File: src/rtl/clock_correction_servo.sv
// clock_correction_servo: PI servo turning time-offset samples into phase-step or 8.24 frequency writes.
// Integral path is built only when SERVO_INTEGRAL_EN is defined.
module clock_correction_servo #(
  parameter logic [7:0]  CLK_PERIOD  = 8'd8,
  parameter logic [31:0] STEP_THRESH = 32'd1000,
  parameter int          KP_SHIFT    = 4,
  parameter int          KI_SHIFT    = 8,
  parameter logic [31:0] MAX_ADJ     = 32'h0040_0000
) (
  input  logic        i_clk,
  input  logic        i_rst,
  input  logic        i_servo_en,
  input  logic [31:0] iv_offset,
  input  logic        i_offset_wr,
  output logic [31:0] ov_phase_cor,
  output logic        o_phase_cor_wr,
  output logic [31:0] ov_frequency_cor,
  output logic        o_frequency_cor_wr,
  output logic [15:0] ov_drop_cnt,
  output logic [1:0]  ov_servo_state
);
  typedef enum logic [1:0] {IDLE = 2'd0, TRACK = 2'd1} state_t;
  localparam logic [31:0] NOMINAL = {CLK_PERIOD, 24'h0};
  localparam logic signed [71:0] ADJ_HI = {40'd0, MAX_ADJ};
  localparam logic signed [71:0] ADJ_LO = -ADJ_HI;
  localparam logic [31:0] ADJ_NEG = ~MAX_ADJ + 32'd1;
  state_t r_state, w_state_nxt;
  logic r_v1, r_step, r_neg, r_phase_wr, r_freq_wr;
  logic [30:0] r_mag;
  logic signed [71:0] r_p;
  logic [31:0] r_phase_cor, r_freq_cor;
  logic [15:0] r_drop_cnt;
  logic w_busy, w_acc, w_step;
  logic [31:0] w_abs, w_delta;
  logic [30:0] w_mag;
  logic signed [71:0] w_off72, w_p, w_i_q, w_sum;
  assign w_busy  = r_v1 | r_phase_wr | r_freq_wr;
  assign w_acc   = i_offset_wr & i_servo_en & ~w_busy;
  assign w_abs   = iv_offset[31] ? ~iv_offset + 32'd1 : iv_offset;
  assign w_mag   = w_abs[31] ? 31'h7FFF_FFFF : w_abs[30:0];
  assign w_step  = (r_state == IDLE) | (w_abs > STEP_THRESH);
  assign w_off72 = {{40{iv_offset[31]}}, iv_offset};
  assign w_p     = (w_off72 <<< 24) >>> KP_SHIFT;
  assign w_sum   = r_p + w_i_q;
  assign w_delta = (w_sum > ADJ_HI) ? MAX_ADJ : (w_sum < ADJ_LO) ? ADJ_NEG : w_sum[31:0];
`ifdef SERVO_INTEGRAL_EN
  localparam logic signed [40:0] INT_HI = 41'sh07F_FFFF_FFFF;
  localparam logic signed [40:0] INT_LO = -INT_HI;
  logic signed [39:0] r_integ, w_integ_nxt;
  logic signed [40:0] w_isum;
  logic signed [71:0] w_integ72, w_i, r_i;
  assign w_isum      = {r_integ[39], r_integ} + {{9{iv_offset[31]}}, iv_offset};
  assign w_integ_nxt = w_step ? '0 : (w_isum > INT_HI) ? INT_HI[39:0] : (w_isum < INT_LO) ? INT_LO[39:0] : w_isum[39:0];
  assign w_integ72   = {{32{w_integ_nxt[39]}}, w_integ_nxt};
  assign w_i         = (w_integ72 <<< 24) >>> KI_SHIFT;
  assign w_i_q       = r_i;
  always_ff @(posedge i_clk) begin
    if (i_rst || !i_servo_en) begin
      r_integ <= '0;
      r_i     <= '0;
    end else if (w_acc) begin
      r_integ <= w_integ_nxt;
      r_i     <= w_i;
    end
  end
`else
  assign w_i_q = '0;
`endif
  always_comb begin
    w_state_nxt = !i_servo_en ? IDLE : r_v1 ? TRACK : r_state;
  end
  always_ff @(posedge i_clk) begin
    r_state <= i_rst ? IDLE : w_state_nxt;
  end
  always_ff @(posedge i_clk) begin
    if (i_rst) begin
      r_v1        <= 1'b0;
      r_step      <= 1'b0;
      r_neg       <= 1'b0;
      r_mag       <= '0;
      r_p         <= '0;
      r_phase_wr  <= 1'b0;
      r_freq_wr   <= 1'b0;
      r_phase_cor <= '0;
      r_freq_cor  <= NOMINAL;
      r_drop_cnt  <= '0;
    end else if (!i_servo_en) begin
      r_v1       <= 1'b0;
      r_phase_wr <= 1'b0;
      r_freq_wr  <= 1'b0;
      r_freq_cor <= NOMINAL;
    end else begin
      r_v1       <= w_acc;
      r_phase_wr <= r_v1 & r_step;
      r_freq_wr  <= r_v1 & ~r_step;
      if (w_acc) begin
        r_step <= w_step;
        r_neg  <= iv_offset[31];
        r_mag  <= w_mag;
        r_p    <= w_p;
      end
      if (r_v1 & r_step) r_phase_cor <= {r_neg, r_mag};
      if (r_v1 & ~r_step) r_freq_cor <= NOMINAL + w_delta;
      if (i_offset_wr & w_busy & ~&r_drop_cnt) r_drop_cnt <= r_drop_cnt + 16'd1;
    end
  end
  assign ov_phase_cor       = r_phase_cor;
  assign o_phase_cor_wr     = r_phase_wr;
  assign ov_frequency_cor   = r_freq_cor;
  assign o_frequency_cor_wr = r_freq_wr;
  assign ov_drop_cnt        = r_drop_cnt;
  assign ov_servo_state     = r_state;
endmodule

File: config.mk
export PLATFORM = sky130hd
export DESIGN_NAME = clock_correction_servo
export DESIGN_NICKNAME = d
export VERILOG_FILES = /design/src/rtl/clock_correction_servo.sv
export SDC_FILE = /design/constraint.sdc
export NUM_CORES = 1
export LEC_CHECK = 0
export CELL_PAD_IN_SITES_DETAIL_PLACEMENT = 1
export CELL_PAD_IN_SITES_GLOBAL_PLACEMENT = 1
export CORE_MARGIN = 2
export CORE_UTILIZATION = 35
export CTS_CLUSTER_DIAMETER = 120
export DETAILED_ROUTE_END_ITERATION = 7
export DONT_BUFFER_PORTS = 1
export PLACE_DENSITY_LB_ADDON = 0.1
export SLEW_MARGIN = 20
export SYNTH_ARGS = -nofsm -noshare
export SYNTH_HDL_FRONTEND = slang
export SYNTH_SLANG_ARGS = --single-unit
File: constraint.sdc
create_clock -name i_clk -period 7.1 [get_ports i_clk]
set_input_delay 0.71 -clock i_clk [delete_from_list [all_inputs] [get_ports i_clk]]
set_output_delay 0.71 -clock i_clk [all_outputs]
set_load 0.01 [all_outputs]
After elaboration in Yosys (flattened, before gate mapping)
Cells that the tools add are included.
{"block": "totals", "romBits": 0, "output_inout_bits": 84, "mem_bits_rw": 0, "elab_cells": 41, "memories": 0, "latchBits": 0, "reg_bits": 149}
{"block": "classes", "n_mul": 0, "order_cmp": 3, "shifts": 0, "n_div": 0, "n_eq_ne": 0, "addsub": 3, "mux": 4, "n_reduce_logical": 7, "n_bitwise": 13}
{"op": "32-bit two-way mux", "n": 3}
{"op": "52-bit by 24-bit > comparator with 1-bit output (second input constant)", "n": 1}
{"op": "52-bit by 23-bit less-than comparator with 1-bit output (second input constant)", "n": 1}
{"op": "28-bit by 32-bit adder with 32-bit output (first input constant)", "n": 1}
{"op": "32-bit by 1-bit adder with 32-bit output (second input constant)", "n": 1}
{"op": "32-bit by 10-bit > comparator with 1-bit output (second input constant)", "n": 1}
{"op": "32-bit NOT", "n": 1}
{"op": "31-bit two-way mux", "n": 1}
{"op": "16-bit by 1-bit adder with 16-bit output (second input constant)", "n": 1}
{"op": "16-bit AND reduction", "n": 1}
{"op": "1-bit AND", "n": 6}
{"op": "2-bit AND reduction", "n": 3}
{"op": "1-bit NOT", "n": 3}
{"op": "1-bit bitwise OR", "n": 3}
{"op": "2-bit zero test", "n": 1}
{"op": "2-bit OR reduction", "n": 1}
{"op": "1-bit zero test", "n": 1}

Depth between registers and ports, before layout
{"block": "depth", "word_depth": 5, "depth_mapped": 10, "depth_no_buf": 9}

Worst setup path after synthesis
Ideal clock, no wire load.
{"block": "synth_timing", "path_kind": "input port to flip-flop", "startpoint": "input iv_offset[6]", "endpoint": "register r_step", "path_buffers": 3, "setup_time_ps": 131, "arrival_ps": 3080, "path_slack_ps": 3890, "stages": 10, "cell_sequence": "buf_4 -> or4_1 -> buf_2 -> or4_1 -> buf_2 -> or4_4 -> nor4_2 -> nor3b_1 -> nor4bb_1 -> a31oi_1"}
{"block": "synth_via", "elab_chain_cells": 5}
{"element": "start, declared", "line": "13", "rtl": "input logic [31:0] iv_offset,"}
{"element": "32-bit NOT", "line": "39", "rtl": "assign w_abs = iv_offset[31] ? ~iv_offset + 32'd1 : iv_offset;"}
{"element": "32-bit by 1-bit adder with 32-bit output", "line": "39"}
{"element": "32-bit two-way mux (*)", "line": "39"}
{"element": "32-bit by 10-bit > comparator with 1-bit output (*)", "line": "41", "rtl": "assign w_step = (r_state == IDLE) | (w_abs > STEP_THRESH);"}
{"element": "1-bit bitwise OR (*)", "line": "41"}
{"element": "end signal, assigned", "line": "97", "rtl": "r_step <= w_step;"}
{"element": "end, declared", "line": "28", "rtl": "logic r_v1, r_step, r_neg, r_phase_wr, r_freq_wr;"}
Mark *: on every way between the ends. The rest lies on a longest branch, timed or not.
A chain may end at the register's enable or synchronous reset.

Final worst setup path
{"block": "layout_timing", "startpoint": "input iv_offset[0]", "endpoint": "register r_step"}
Same word-level chain as after synthesis.

==> reports/results.tsv <==
metric	value	unit
status	complete, no violations	
Cell Pwr Density	275.0	nW/µm²
initial antenna violation count	0	
min cycle time layout	2909	ps
Worst slew margin	52.54	%
first-pass GRT wire length	26420	µm
HP Class	input port to register	
post_cts resized	0	
WL/cell	17.84	µm
mapped cell area	5783	µm²
share of cells above drive strength 1	6.250	%
Peak Freq	343.8	MHz
total vias in the final route	4840	
leakage	2.149	nW
GRT overflow	0	
Seq/Total Area, Yosys	44.31	%
Clock Skew	5.472	ps
most used cell, CP	o311ai_0	
area grow syn2layout	10.60	%
Synth area leaders	dfxtp_1 (44%), nand2_1 (10%), a21oi_1 (6.3%), xor2_1 (4.5%), nor2_1 (3.9%)	
ys flop type	dfxtp_1	
Initial DRT Pass Iterations	4	
cell count after placement	889	
Peak supply drop	0.1619	mV
critical path class	input port to register	
Total Die Area	17570	µm²
Site Rows	46	
Synth top cells by count	nand2_1 (155), dfxtp_1 (128), a21oi_1 (73)	
cell taking the most area after synthesis	dfxtp_1	
largest net degree at the start of global routing	116	
IO Count	120	
CTS tree	built	
Detail Route Antenna Nets	0	
H-tree levels	4	
design area	6396	µm²
DIE HEIGHT	132.5	µm
Antenna diodes	0	
final worst path period share	40.97	%
Root Buffer Master	clkbuf_16	
Final setup viols	0	
Sink Count	128	
Residual DRC	0	
FF-to-FF Start	ov_drop_cnt[6]	
Final Hold Fails	0	
Synth Instances	723	
Vias per Instance	5.261	
port bufs	0	
Setup crit end kind	register	
Hold Buf Count CTS	0	
Clk pin slew, worst setup/hold paths	60	ps
syn avg cell area	7.999	µm²
Worst EP required	7390	ps
Die W	132.5	µm
CP startpoint	iv_offset[0]	
R2R Setup Slk	4910	ps
Syn. warnings	0	
Async S/R FF share, synth	0	%
fin cells	920	
worst-margin pin slew	702.0	ps
number of setup buffers added after CTS	0	
DP Area	5791	µm²
CP max stage delay	700	ps
Seq cells post-synth	128	
peak fanout along the critical path	5	
Data arrival, critical path	3200	ps
Hold WS	369.3	ps
most frequent cell after synthesis	nand2_1	
Tot GR Track Use	18.96	%
GPL Wtd Cong	0.8743	
Yosys top cell area share	44.31	%
vias in the first global route	4751	
unrepaired setup endpoints after global routing	false	
CP startpoint kind	input port	
Fillers	1943	
EDFF count, synth	0	
Core Box Area	16000	µm²
Skew-Pair Late Insertion Delay	420	ps
wirelength, routed	16420	µm
HP Start	i_rst	
Max Slew Vio Count	0	
Starting Density	36.14	%
Num CTS Buffers	17	
dpl hpwl	11660	µm
Nets	731	
post-synth cell types	51	
maximum capacitance violations	0	
slowest CP cell	or4b_2	
TNS Setup	0	ps
CP Cell Sequence	inv_1, ha_1, or4b_2, xnor2_1, nor3_1, o311ai_0, o311ai_0, nor4_1, a31oi_1	
clk buf depth	2	
initial DRC count	276	
[layer usage]
metal / global-route usage [%] / up-vias / part of all wire, %
met5: 0 / - / 0
met4: 6.571 / 0 / 1.4
met3: 6.782 / 19 / 6.5
met2: 29.22 / 111 / 46
met1: 24.58 / 2298 / 46
li1: - / 2412 / -
[state kept, by name (all words and copies together) (netlist names)]
name / count
r_v1: 1
ov_servo_state: 1
r_mag: 31
r_p: 31
o_frequency_cor_wr: 1
ov_phase_cor: 32
r_step: 1
ov_drop_cnt: 16
o_phase_cor_wr: 1
ov_frequency_cor: 12
r_neg: 1
[area by class of cell]
type                       count  area, µm²  area share [%]
clock inverter                10      135.1           2.113
inverter                       5      18.77          0.2934
sequential                   128       2562           40.06
multi-input combinational    535       2902           45.36
clock buffer                  21      470.5           7.355
tap                          216      270.3           4.225
timing repair buffer           5      37.54          0.5869
[critical path, delay by kind of cell]
family	cells	cell delay (ps)
AO/OA/AOI/OAI	3	850
adder cells (fa/ha/maj)	1	220
buffers and inverters	1	90
AND/OR/NAND/NOR	3	1130
XOR/XNOR	1	210
[stage by stage]
step	worst slack, ps	power, mW	util (%)
2_1_floorplan	3890	0.8760	-
3_3_place_gp	3816	0.8774	36.19
3_5_place_dp	3728	0.8808	36.19
4_1_cts	4165	1.779	39.98
5_1_grt	4036	1.826	39.98
6_report	4191	1.759	39.98
[cells by family (layout without fill, tap and decap cells)]
kind of cell	count (synthesis)	in the layout	share of synthesized area [%]
and+or+nand+nor	321	321	25.77
AOI/OAI and AO/OA	143	143	15.21
DFF	128	128	44.31
buffers and inverters	80	41	6.837
xor gates and xnor gates	45	45	6.815
adders and majority gates	3	3	0.6491
muxes	2	2	0.3462
other	1	21	0.06484
[cell usage in the layout (no fill, tap or decap), types with 5 or more instances in the layout]
master     count
nor2_1        60
o31ai_1        9
a211oi_1      28
nand3_1       12
buf_4          5
and3_1         5
conb_1        21
dfxtp_1      128
o21ai_0       13
or4_1          7
nor3_1        17
a21oi_1       73
o41ai_1        5
nand2_1      155
nor4_1        17
nand4_1       17
inv_1          5
xnor2_1       15
clkbuf_16     17
xor2_1        30
[report_power, final]
| part | switching [mW] | leakage, nW | total, mW | internal, mW |
|---|---|---|---|---|
| combinational | 0.0643 | 0.810 | 0.104 | 0.0399 |
| sequential | 0.0183 | 1.04 | 0.761 | 0.742 |
| clock | 0.318 | 0.299 | 0.894 | 0.576 |
[path summary, 6_finish.rpt]
| path | to | cells past startpoint |
|---|---|---|
| worst min register to register | ov_phase_cor[26] | 2 |
| worst min-delay path | ov_drop_cnt[14] | 1 |
| worst max register to register | ov_drop_cnt[15] | 7 |
| worst max-delay path | r_step | 9 |
(Power assumes the default switching activity.)
